--- src/rtl/hls_fp16_out_arb.sv ---
// Two-requester round-robin burst arbiter feeding a single registered fp16 output slot.
// Each grant carries up to len_q beats and is followed by one IDLE bubble before the next grant.
module hls_fp16_out_arb (
    input  logic        nvdla_core_clk,
    input  logic        nvdla_core_rst,
    input  logic        chn_a_vld,
    output logic        chn_a_rdy,
    input  logic [15:0] chn_a_pd,
    input  logic        chn_b_vld,
    output logic        chn_b_rdy,
    input  logic [15:0] chn_b_pd,
    input  logic [3:0]  cfg_burst_len,
    output logic        chn_o_vld,
    input  logic        chn_o_rdy,
    output logic [15:0] chn_o_pd,
    output logic        chn_o_src,
    output logic        arb_busy
);

    typedef enum logic [1:0] {
        IDLE    = 2'd0,
        GRANT_A = 2'd1,
        GRANT_B = 2'd2
    } state_e;

    state_e      state_q, state_d;
    logic        prio_q, prio_d;
    logic [3:0]  cnt_q, cnt_d;
    logic [3:0]  len_q, len_d;
    logic        o_vld_q, o_vld_d;
    logic [15:0] o_pd_q, o_pd_d;
    logic        o_src_q, o_src_d;

    logic        slot_free;
    logic        accept_a;
    logic        accept_b;
    logic [3:0]  burst_len_eff;

    assign slot_free     = !o_vld_q || chn_o_rdy;
    assign chn_a_rdy     = (state_q == GRANT_A) && slot_free;
    assign chn_b_rdy     = (state_q == GRANT_B) && slot_free;
    assign accept_a      = chn_a_vld && chn_a_rdy;
    assign accept_b      = chn_b_vld && chn_b_rdy;
    assign burst_len_eff = (cfg_burst_len == 4'd0) ? 4'd1 : cfg_burst_len;

    assign chn_o_vld = o_vld_q;
    assign chn_o_pd  = o_pd_q;
    assign chn_o_src = o_src_q;
    assign arb_busy  = (state_q != IDLE) || o_vld_q;

    always_comb begin
        state_d = state_q;
        prio_d  = prio_q;
        cnt_d   = cnt_q;
        len_d   = len_q;

        case (state_q)
            IDLE: begin
                if (chn_a_vld && (!chn_b_vld || !prio_q)) begin
                    state_d = GRANT_A;
                    cnt_d   = 4'd0;
                    len_d   = burst_len_eff;
                end else if (chn_b_vld) begin
                    state_d = GRANT_B;
                    cnt_d   = 4'd0;
                    len_d   = burst_len_eff;
                end
            end
            GRANT_A: begin
                // A stalled output slot freezes the burst; only a free slot with no data ends it early.
                if (slot_free) begin
                    if (chn_a_vld) begin
                        cnt_d = cnt_q + 4'd1;
                        if (cnt_q == len_q - 4'd1) begin
                            state_d = IDLE;
                            prio_d  = 1'b1;
                        end
                    end else begin
                        state_d = IDLE;
                        prio_d  = 1'b1;
                    end
                end
            end
            GRANT_B: begin
                if (slot_free) begin
                    if (chn_b_vld) begin
                        cnt_d = cnt_q + 4'd1;
                        if (cnt_q == len_q - 4'd1) begin
                            state_d = IDLE;
                            prio_d  = 1'b0;
                        end
                    end else begin
                        state_d = IDLE;
                        prio_d  = 1'b0;
                    end
                end
            end
            default: begin
                state_d = IDLE;
            end
        endcase
    end

    always_comb begin
        o_vld_d = o_vld_q;
        o_pd_d  = o_pd_q;
        o_src_d = o_src_q;

        if (accept_a) begin
            o_vld_d = 1'b1;
            o_pd_d  = chn_a_pd;
            o_src_d = 1'b0;
        end else if (accept_b) begin
            o_vld_d = 1'b1;
            o_pd_d  = chn_b_pd;
            o_src_d = 1'b1;
        end else if (chn_o_rdy) begin
            o_vld_d = 1'b0;
        end
    end

    always_ff @(posedge nvdla_core_clk) begin
        if (nvdla_core_rst) begin
            state_q <= IDLE;
            prio_q  <= 1'b0;
            cnt_q   <= 4'd0;
            len_q   <= 4'd1;
            o_vld_q <= 1'b0;
            o_pd_q  <= 16'd0;
            o_src_q <= 1'b0;
        end else begin
            state_q <= state_d;
            prio_q  <= prio_d;
            cnt_q   <= cnt_d;
            len_q   <= len_d;
            o_vld_q <= o_vld_d;
            o_pd_q  <= o_pd_d;
            o_src_q <= o_src_d;
        end
    end

endmodule

--- config.mk ---
export PLATFORM = sky130hd
export DESIGN_NAME = hls_fp16_out_arb
export DESIGN_NICKNAME = d
export VERILOG_FILES = /design/src/rtl/hls_fp16_out_arb.sv
export SDC_FILE = /design/constraint.sdc
export NUM_CORES = 1
export LEC_CHECK = 0
export CELL_PAD_IN_SITES_DETAIL_PLACEMENT = 1
export CELL_PAD_IN_SITES_GLOBAL_PLACEMENT = 1
export CORE_MARGIN = 3
export CORE_UTILIZATION = 35
export CTS_BUF_LIST = sky130_fd_sc_hd__clkbuf_4 sky130_fd_sc_hd__clkbuf_8
export DETAILED_ROUTE_END_ITERATION = 6
export GPL_TIMING_DRIVEN = 0
export PLACE_DENSITY_LB_ADDON = 0.3
export SYNTH_ARGS = -nofsm -noshare
export SYNTH_HDL_FRONTEND = slang
export SYNTH_SLANG_ARGS = --single-unit
--- constraint.sdc ---
create_clock -name nvdla_core_clk -period 2.55 [get_ports nvdla_core_clk]
set_input_delay 0.51 -clock nvdla_core_clk [delete_from_list [all_inputs] [get_ports nvdla_core_clk]]
set_output_delay 0.51 -clock nvdla_core_clk [all_outputs]
set_load 0.01 [all_outputs]
# Word level (Yosys, flattened, before mapping)
# Index checks and enable logic that the tools add are counted.
[totals]
memories = 0
out_inout_bits = 21
word_cells = 73
latch_bits = 0
register_bits = 29
romBits = 0
input_bits = 41
ramBits = 0
[op_classes]
add_sub_neg = 2
n_shift = 0
muxes = 30
n_lt_le_gt_ge = 0
eq_ne = 10
n_bitwise = 0
div = 0
mul = 0
reduce_logical = 24
[ops]
columns = ["operator", "count"]
rows = [
  ["4-bit two-way mux", 9],
  ["16-bit two-way mux", 2],
  ["2-bit two-way mux", 7],
  ["4-bit case mux with 3 select lines", 1],
  ["1-bit two-way mux", 9],
  ["2-bit inequality test, second input constant", 4],
  ["2-bit nonzero test", 4],
  ["3-bit by 2-bit inequality test with 1-bit output, second input constant", 2],
  ["2-bit case mux with 3 select lines", 1],
  ["6-bit AND reduction", 1],
  ["3-bit nonzero test", 2],
  ["1-bit logical AND", 5],
  ["5-bit AND reduction", 1],
  ["4-bit by 1-bit adder with 4-bit output, second input constant", 1],
  ["4-bit == test", 1],
  ["4-bit zero test", 1],
  ["4-bit by 1-bit subtractor with 4-bit output, second input constant", 1],
  ["1-bit zero test", 3],
  ["1-bit logical OR", 3],
  ["3-bit inequality test, second input constant", 1],
  ["3-bit AND reduction", 1],
  ["2-bit by 1-bit == test with 1-bit output, second input constant", 1],
  ["2-bit == test, second input constant", 1],
  ["2-bit zero test", 1],
  ["other kinds (3)", 3],
]

# Depth between registers and ports, before layout
# Gate-level depths: netlist of the first run.
[depth]
word_depth = 6
ltp_mapped = 8
depth_no_buf = 7

# Worst setup path after synthesis of the first run
# No wires, ideal clock.
[synth_timing]
kind = "reg-to-reg"
startpoint = "register len_q[0]"
endpoint = "register state_q[1]"
setup_time_ns = 0.070
path_buffers = 0
synth_period_minus_slack_ns = 1.632
t_required_ns = 2.480
t_arrival_ns = 1.562
path_slack_ns = 0.918
stages_incl_launch_ff = 8
path_cell_list = "dfxtp_1 > inv_1 > ha_1 > xnor2_1 > xnor2_1 > nor4_4 > or4_1 > a21oi_1"
[synth_between]
elab_chain_cells = 6
elab_cells_between_ends = 8
classes_between = "1 x add/sub; 1 x eq/ne; 6 x mux"
[synth_lines]
columns = ["element", "line_no", "source"]
rows = [
  ["start: declaration", "29", "logic [3:0] len_q, len_d;"],
  ["start signal: assignment", "135", "len_q <= len_d;"],
  ["4-bit by 1-bit subtractor with 4-bit output *", "74, 88", ""],
  ["4-bit == test *", "74, 88", ""],
  ["2-bit two-way mux *", "-", ""],
  ["2-bit two-way mux (on tied branches) (2 in series)", "-", ""],
  ["2-bit case mux with 3 select lines *", "-", ""],
  ["end signal: assignment", "132", "state_q <= state_d;"],
  ["end: declaration", "26", "state_e state_q, state_d;"],
]
# Every way passes the cells marked *; elsewhere a longest branch is shown, timed or not. The select of a mux whose other input is x is not followed.
# A chain may end at the register's enable or synchronous reset.

# Worst setup path in the final report of the first run
[layout_timing]
startpoint = "input chn_o_rdy"
endpoint = "output chn_b_rdy"
[layout_between]
elab_chain_cells = 2
[layout_lines]
columns = ["element", "line_no", "source"]
rows = [
  ["start: declaration", "14", "input logic chn_o_rdy,"],
  ["1-bit logical OR", "39", "assign slot_free = !o_vld_q || chn_o_rdy;"],
  ["1-bit logical AND", "41", "assign chn_b_rdy = (state_q == GRANT_B) && slot_free;"],
  ["end: declaration", "10", "output logic chn_b_rdy,"],
]
# Every way passes these cells.

==> results.cfg, run 1 <==
[clock_tree]
cts_resized = 0
hold_buffers = 0
clkSlewWorstSetupHoldPaths_ps = 60
clock_path_buffers = 2
post_cts.repair.setup_buffers = 0
cts_sinks = 29
htreeDepth = 2
cts_buffers = 5
cts_tree = done
clockRootBuffer = clkbuf_8
clock_latency_ps = 280

[global_routing]
grt_pass1_vias = 1568
grt_max_degree = 11
grt_pass1_wl_mm = 7.44
overflow = 0
antenna_found_initial = 0
grt.total_usage_pct = 18.4

[synth]
synth.most_common_cell = dfxtp_1
synthTopCellsByArea = dfxtp_1 (38%), mux2i_1 (12%), a211oi_1 (7.8%)
netlist-cell-type-count = 39
synth_flop_cell = dfxtp_1
syn_inst = 166
syn-num-nets = 213
netlist.area_leader.share_pct = 37.5
synth-seq-area-share_pct = 37.5
async_reset_ff_share_pct = 0
synth_warnings = 0
yosysTopAreaCell = dfxtp_1
synth_area_sq_mm = 0.00155
synth-seq-cells = 29
synth_edf_count = 0
synth_commonest_cells = dfxtp_1 (29), nor2_1 (25), mux2i_1 (19)
syn_area_per_cell_sq_um = 9.32

[detailed_routing]
highest_layer = met4
wl_met2_mm = 2.02
wl_per_cell_um = 15.5
vias = 1479
drt_wl_total_mm = 4.35
first_pass_iters = 4
drt_iter0_markers = 63
wl_met1_mm = 1.97
drc = 0
ant_nets = 0
vias_per_cell = 5.26
met3_length_um = 295

[timing]
clock_skew_ps = 4.31
hold_violations = 0
setup_viol = 0
rsz0062_at_grt = no
worst_pin_slew_ps = 535
relSlewSlack_pct = 64.4
period_share_pct = 97.2
slew_viol_final = 0
finalSetupTns_ps = 0
fmax_ghz = 0.403
fin_crit_ps = 2480

[die]
core_sq_mm = 0.00414
die_area_sq_mm = 0.00525
dieWidth_um = 72.5
ios = 62
start_util_pct = 37.3
row_count = 23
die_h_um = 72.5

[power]
irDropWorstVdd_mv = 0.278
power_mw = 1.33
leakagePower_nw = 0.943
powerDensity_mw_per_mm2 = 582

[critical_path]
worst-path-max-fanout = 6
worstPathRequired_ps = 2040
start_kind = input port
crit_path_end_kind = output pin
r2r_cells = 7
worst-setup-path-type = input port to output pin
worst_ep_arrival_time_ps = 1970

[finish]
nets = 278
n_fill_cell = 491
drive_gt1_share_pct = 7.79
syn_to_final_growth_pct = 47.4
fin_util_pct = 55.0
n_antenna_cell = 0

[run_status]
status = completed

[worst_hold_path]
hold_path.class = flip-flop to flip-flop
whs_path_depth = 2

[run]
drv_cap = 0

[placed_design]
post-dp-hpwl_mm = 3.35
gp_congestion = 0.764
portBuffers = 58
==> cells in the final DEF (no fill, tap or decap), types with 2 or more instances in the layout <==
master,instances
clkdlybuf4s50_1,58
dfxtp_1,29
nor2_1,25
mux2i_1,19
a211oi_1,16
a21oi_1,8
inv_1,7
xnor2_1,6
ha_1,6
clkbuf_8,6
clkbuf_1,5
nand2_1,5
and2_1,3
o21ai_1,3
nand3_1,3
nand2b_1,2
buf_2,2
nor3_1,2
or4_1,2
a32oi_1,2
==> critical path: stages <==
cell	delay (ps)
clkdlybuf4s50_1	480
nand2b_4	160
and2_1	130
buf_4	150
clkdlybuf4s50_1	540
==> sequential cells by signal, indices dropped and copies added, names as in the netlist <==
signal and count:
chn_o_pd 16, cnt_q 4, len_q 4, state_q 2, chn_o_src 1, chn_o_vld 1, prio_q 1
==> cell type report <==
| type | instances | area (sq um) | area share, % |
|---|---|---|---|
| Clock buffer | 7 | 90.1 | 3.95 |
| Timing Repair Buffer | 58 | 581 | 25.5 |
| Multi-Input combinational cell | 120 | 888 | 39.0 |
| Sequential cell | 29 | 581 | 25.5 |
| Tap cell | 50 | 62.6 | 2.74 |
| Buffer | 10 | 51.3 | 2.25 |
| Inverter | 7 | 26.3 | 1.15 |
==> logic make-up after synthesis <==
group / share of synthesized area, %
and+or+nand+nor: 19.0
AOI/OAI and AO/OA: 17.9
DFF: 37.5
muxes: 12.3
buffers and inverters: 5.02
xor gates and xnor gates: 3.40
adders and majority gates: 4.85
==> worst paths after layout <==
check,from,endpoint,slack (ps)
max,chn_o_rdy,chn_b_rdy,70
min,chn_o_src,chn_o_src,470
max reg2reg,state_q[1],chn_o_pd[10],640
min reg2reg,chn_o_src,chn_o_src,470
==> where the power goes <==
part           switching [mW]  leakage [nW]  internal [mW]
logic                   0.182         0.658          0.219
registers              0.0327         0.237          0.497
clock network           0.170        0.0477          0.224
==> through the flow <==
stage | hold WS [ps] | setup WS [ps] | std cells | area [sq um]
after detailed placement | 472 | 65.0 | 274 | 2190
after CTS | 481 | 61.7 | 281 | 2280
after global routing | 529 | 11.3 | 281 | 2280
after floorplan | 469 | 918 | 166 | 1550
final | 472 | 70.3 | 281 | 2280
after global placement | 458 | 78.4 | 274 | 2190
==> layer usage <==
| metal | GRT usage, % | vias up |
|---|---|---|
| li1 | - | 723 |
| met5 | 0 | - |
| met1 | 23.1 | 707 |
| met2 | 29.0 | 42 |
| met4 | 6.35 | 0 |
| met3 | 6.93 | 7 |
Note: power is estimated with default switching activity, not from simulation.
==> run 2, diff against run 1 <==
Settings changed: PLACE_DENSITY from default to 0.85, PLACE_DENSITY_LB_ADDON 0.3 to default.
==> run 2 against run 1 <==
Combinational power hardly changed. Clock skew increased by 3.3 ps. Non-clock buffer count stayed put. First-iteration DRC count grew 65%. Worst setup slack better by 6.2 ps. Power fell by 1.9%. Utilization shrank 0.091 points. Maximum frequency increased by 0.25%. Routed wire length down 1.7%. Critical endpoint unchanged.
==> results.cfg, run 2 (synthesized netlist as in run 1, its figures left out) <==
[critical_path]
crit_chain = clkdlybuf4s50_1, nand2b_4, and2_1, buf_4, clkdlybuf4s50_1
cpMaxStageDelayCell = clkdlybuf4s50_1
worst_ep_arrival_time_ps = 1960
crit_path_end_kind = output pin
path_common_cell = clkdlybuf4s50_1
worstPathRequired_ps = 2040
max_stage_delay_ps = 540
worst-setup-path-type = input port to output pin
start_kind = input port
worst-path-max-fanout = 6

[power]
swShare_pct = 30.6
comb_power_share_pct = 30.8
irDropWorstVdd_mv = 0.324
leakagePower_nw = 0.939
powerDensity_mw_per_mm2 = 572
clock_power_share_pct = 28.5
intPower_mw = 0.903
seq_power_share_pct = 40.6
power.switching_mw = 0.397

[die]
core_sq_mm = 0.00414
row_count = 23
ios = 62
start_util_pct = 37.3
dieWidth_um = 72.5
die_h_um = 72.5
die_area_sq_mm = 0.00525

[global_routing]
grt.total_usage_pct = 16.7
grt_pass1_wl_mm = 6.74
grt_max_degree = 11
antenna_found_initial = 0
overflow = 0
grt_pass1_vias = 1402

[timing]
setup_viol = 0
slew_viol_final = 0
fin_crit_ps = 2470
finalSetupTns_ps = 0
rsz0062_at_grt = no
setup_slack_ps = 76.5
clock_skew_ps = 7.60
hold_violations = 0
hold_ws_ps = 479
relSlewSlack_pct = 62.5
period_share_pct = 97.0
worst_pin_slew_ps = 559
fmax_ghz = 0.404

[finish]
drive_gt1_share_pct = 8.19
final_common_cell = clkdlybuf4s50_1
syn_to_final_growth_pct = 47.2
n_antenna_cell = 0
finalNonFillerCells = 282
nets = 278
largest_reg_flops = 16
layout_common_cells = clkdlybuf4s50_1 (58), dfxtp_1 (29), nor2_1 (25)

[detailed_routing]
vias_per_cell = 5.17
drt_wl_total_mm = 4.28
first_pass_iters = 4
ant_nets = 0
wl_per_cell_um = 15.2
drt_iter0_markers = 104
drc = 0
vias = 1459

[clock_tree]
cts_sinks = 29
clockRootBuffer = clkbuf_8
cts_tree = done
cts_resized = 0
clock_path_buffers = 2
clkSlewWorstSetupHoldPaths_ps = 70
htreeDepth = 2
hold_buffers = 0
cts_buffers = 5
clock_latency_ps = 280
post_cts.repair.setup_buffers = 0

[placed_design]
dpl.cell_count = 274
gp_congestion = 0.852
post-dp-hpwl_mm = 3.24
post-place-ws_ps = 79.7
portBuffers = 58

[worst_hold_path]
hold_path.class = flip-flop to flip-flop

[run]
drv_cap = 0

[run_status]
status = completed
==> run 2: changes by cell type in the layout (fill, tap and decap cells not counted) <==
cell / delta
clkinv_2: +2
clkbuf_8: -1
clkbuf_4: -1
clkinvlp_4: +1
==> run 2: layout make-up <==
| type | instances | area [sq um] |
|---|---|---|
| Timing Repair Buffer | 58 | 581 |
| Multi-Input combinational cell | 120 | 888 |
| Clock buffer | 5 | 68.8 |
| Tap cell | 50 | 62.6 |
| Inverter | 7 | 26.3 |
| Buffer | 10 | 51.3 |
| Sequential cell | 29 | 581 |
| Clock inverter | 3 | 17.5 |
| Fill cell | 473 | 1870 |
==> run 2: stage by stage <==
step	total power, mW	cell area (sq um)	util, %
2_1_floorplan	0.767	1550	-
3_3_place_gp	0.933	2190	52.8
3_5_place_dp	0.941	2190	52.8
4_1_cts	1.32	2280	54.9
5_1_grt	1.38	2280	54.9
6_report	1.30	2280	54.9
==> run 2: worst paths after layout <==
kind / from / end / slack, ps / depth (start not counted)
min reg2reg: chn_o_src / chn_o_src / 480 / 2
max: chn_o_rdy / chn_b_rdy / 80 / 5
min: chn_o_src / chn_o_src / 480 / 2
max reg2reg: state_q[1] / chn_o_pd[10] / 610 / 7
==> run 2: power groups by stage <==
stage	Clock (mW)	Sequential, mW	Combinational, mW
2_1_floorplan	0	0.546	0.221
3_3_place_gp	0	0.537	0.396
3_5_place_dp	0	0.538	0.403
4_1_cts	0.388	0.529	0.405
6_report	0.371	0.529	0.401
5_1_grt	0.408	0.534	0.435
==> run 2: worst max-delay path, delay by kind of cell <==
| family | cells | cell delay, ps |
|---|---|---|
| buf+inv | 3 | 1170 |
| simple gates | 2 | 290 |
==> run 2: per-layer routing <==
layer  up-vias  share of wire [%]  global-route usage (%)
met5         -                  0                       0
met1       682                 48                    22.5
met3         7                5.9                    3.60
li1        726                  -                       -
met2        44                 44                    25.0
met4         0                2.0                    8.61
==> run 3, diff against run 2 <==
Settings changed: CTS_CLUSTER_DIAMETER from default to 50, SLEW_MARGIN from default to 40.
Clock period 2.55 ns to 3.2 ns, I/O delays scaled along.
==> results of run 3 <==
The final DEF is identical to that of run 2. Status: completed.
Among the figures that moved: setup slack after placement 79.7 ps -> 470 ps; setup slack after layout 76.5 ps -> 466 ps; register-to-register setup slack 610 ps -> 1260 ps; total power 1.30 mW -> 1.04 mW; worst IR drop on VDD 0.324 mV -> 0.258 mV
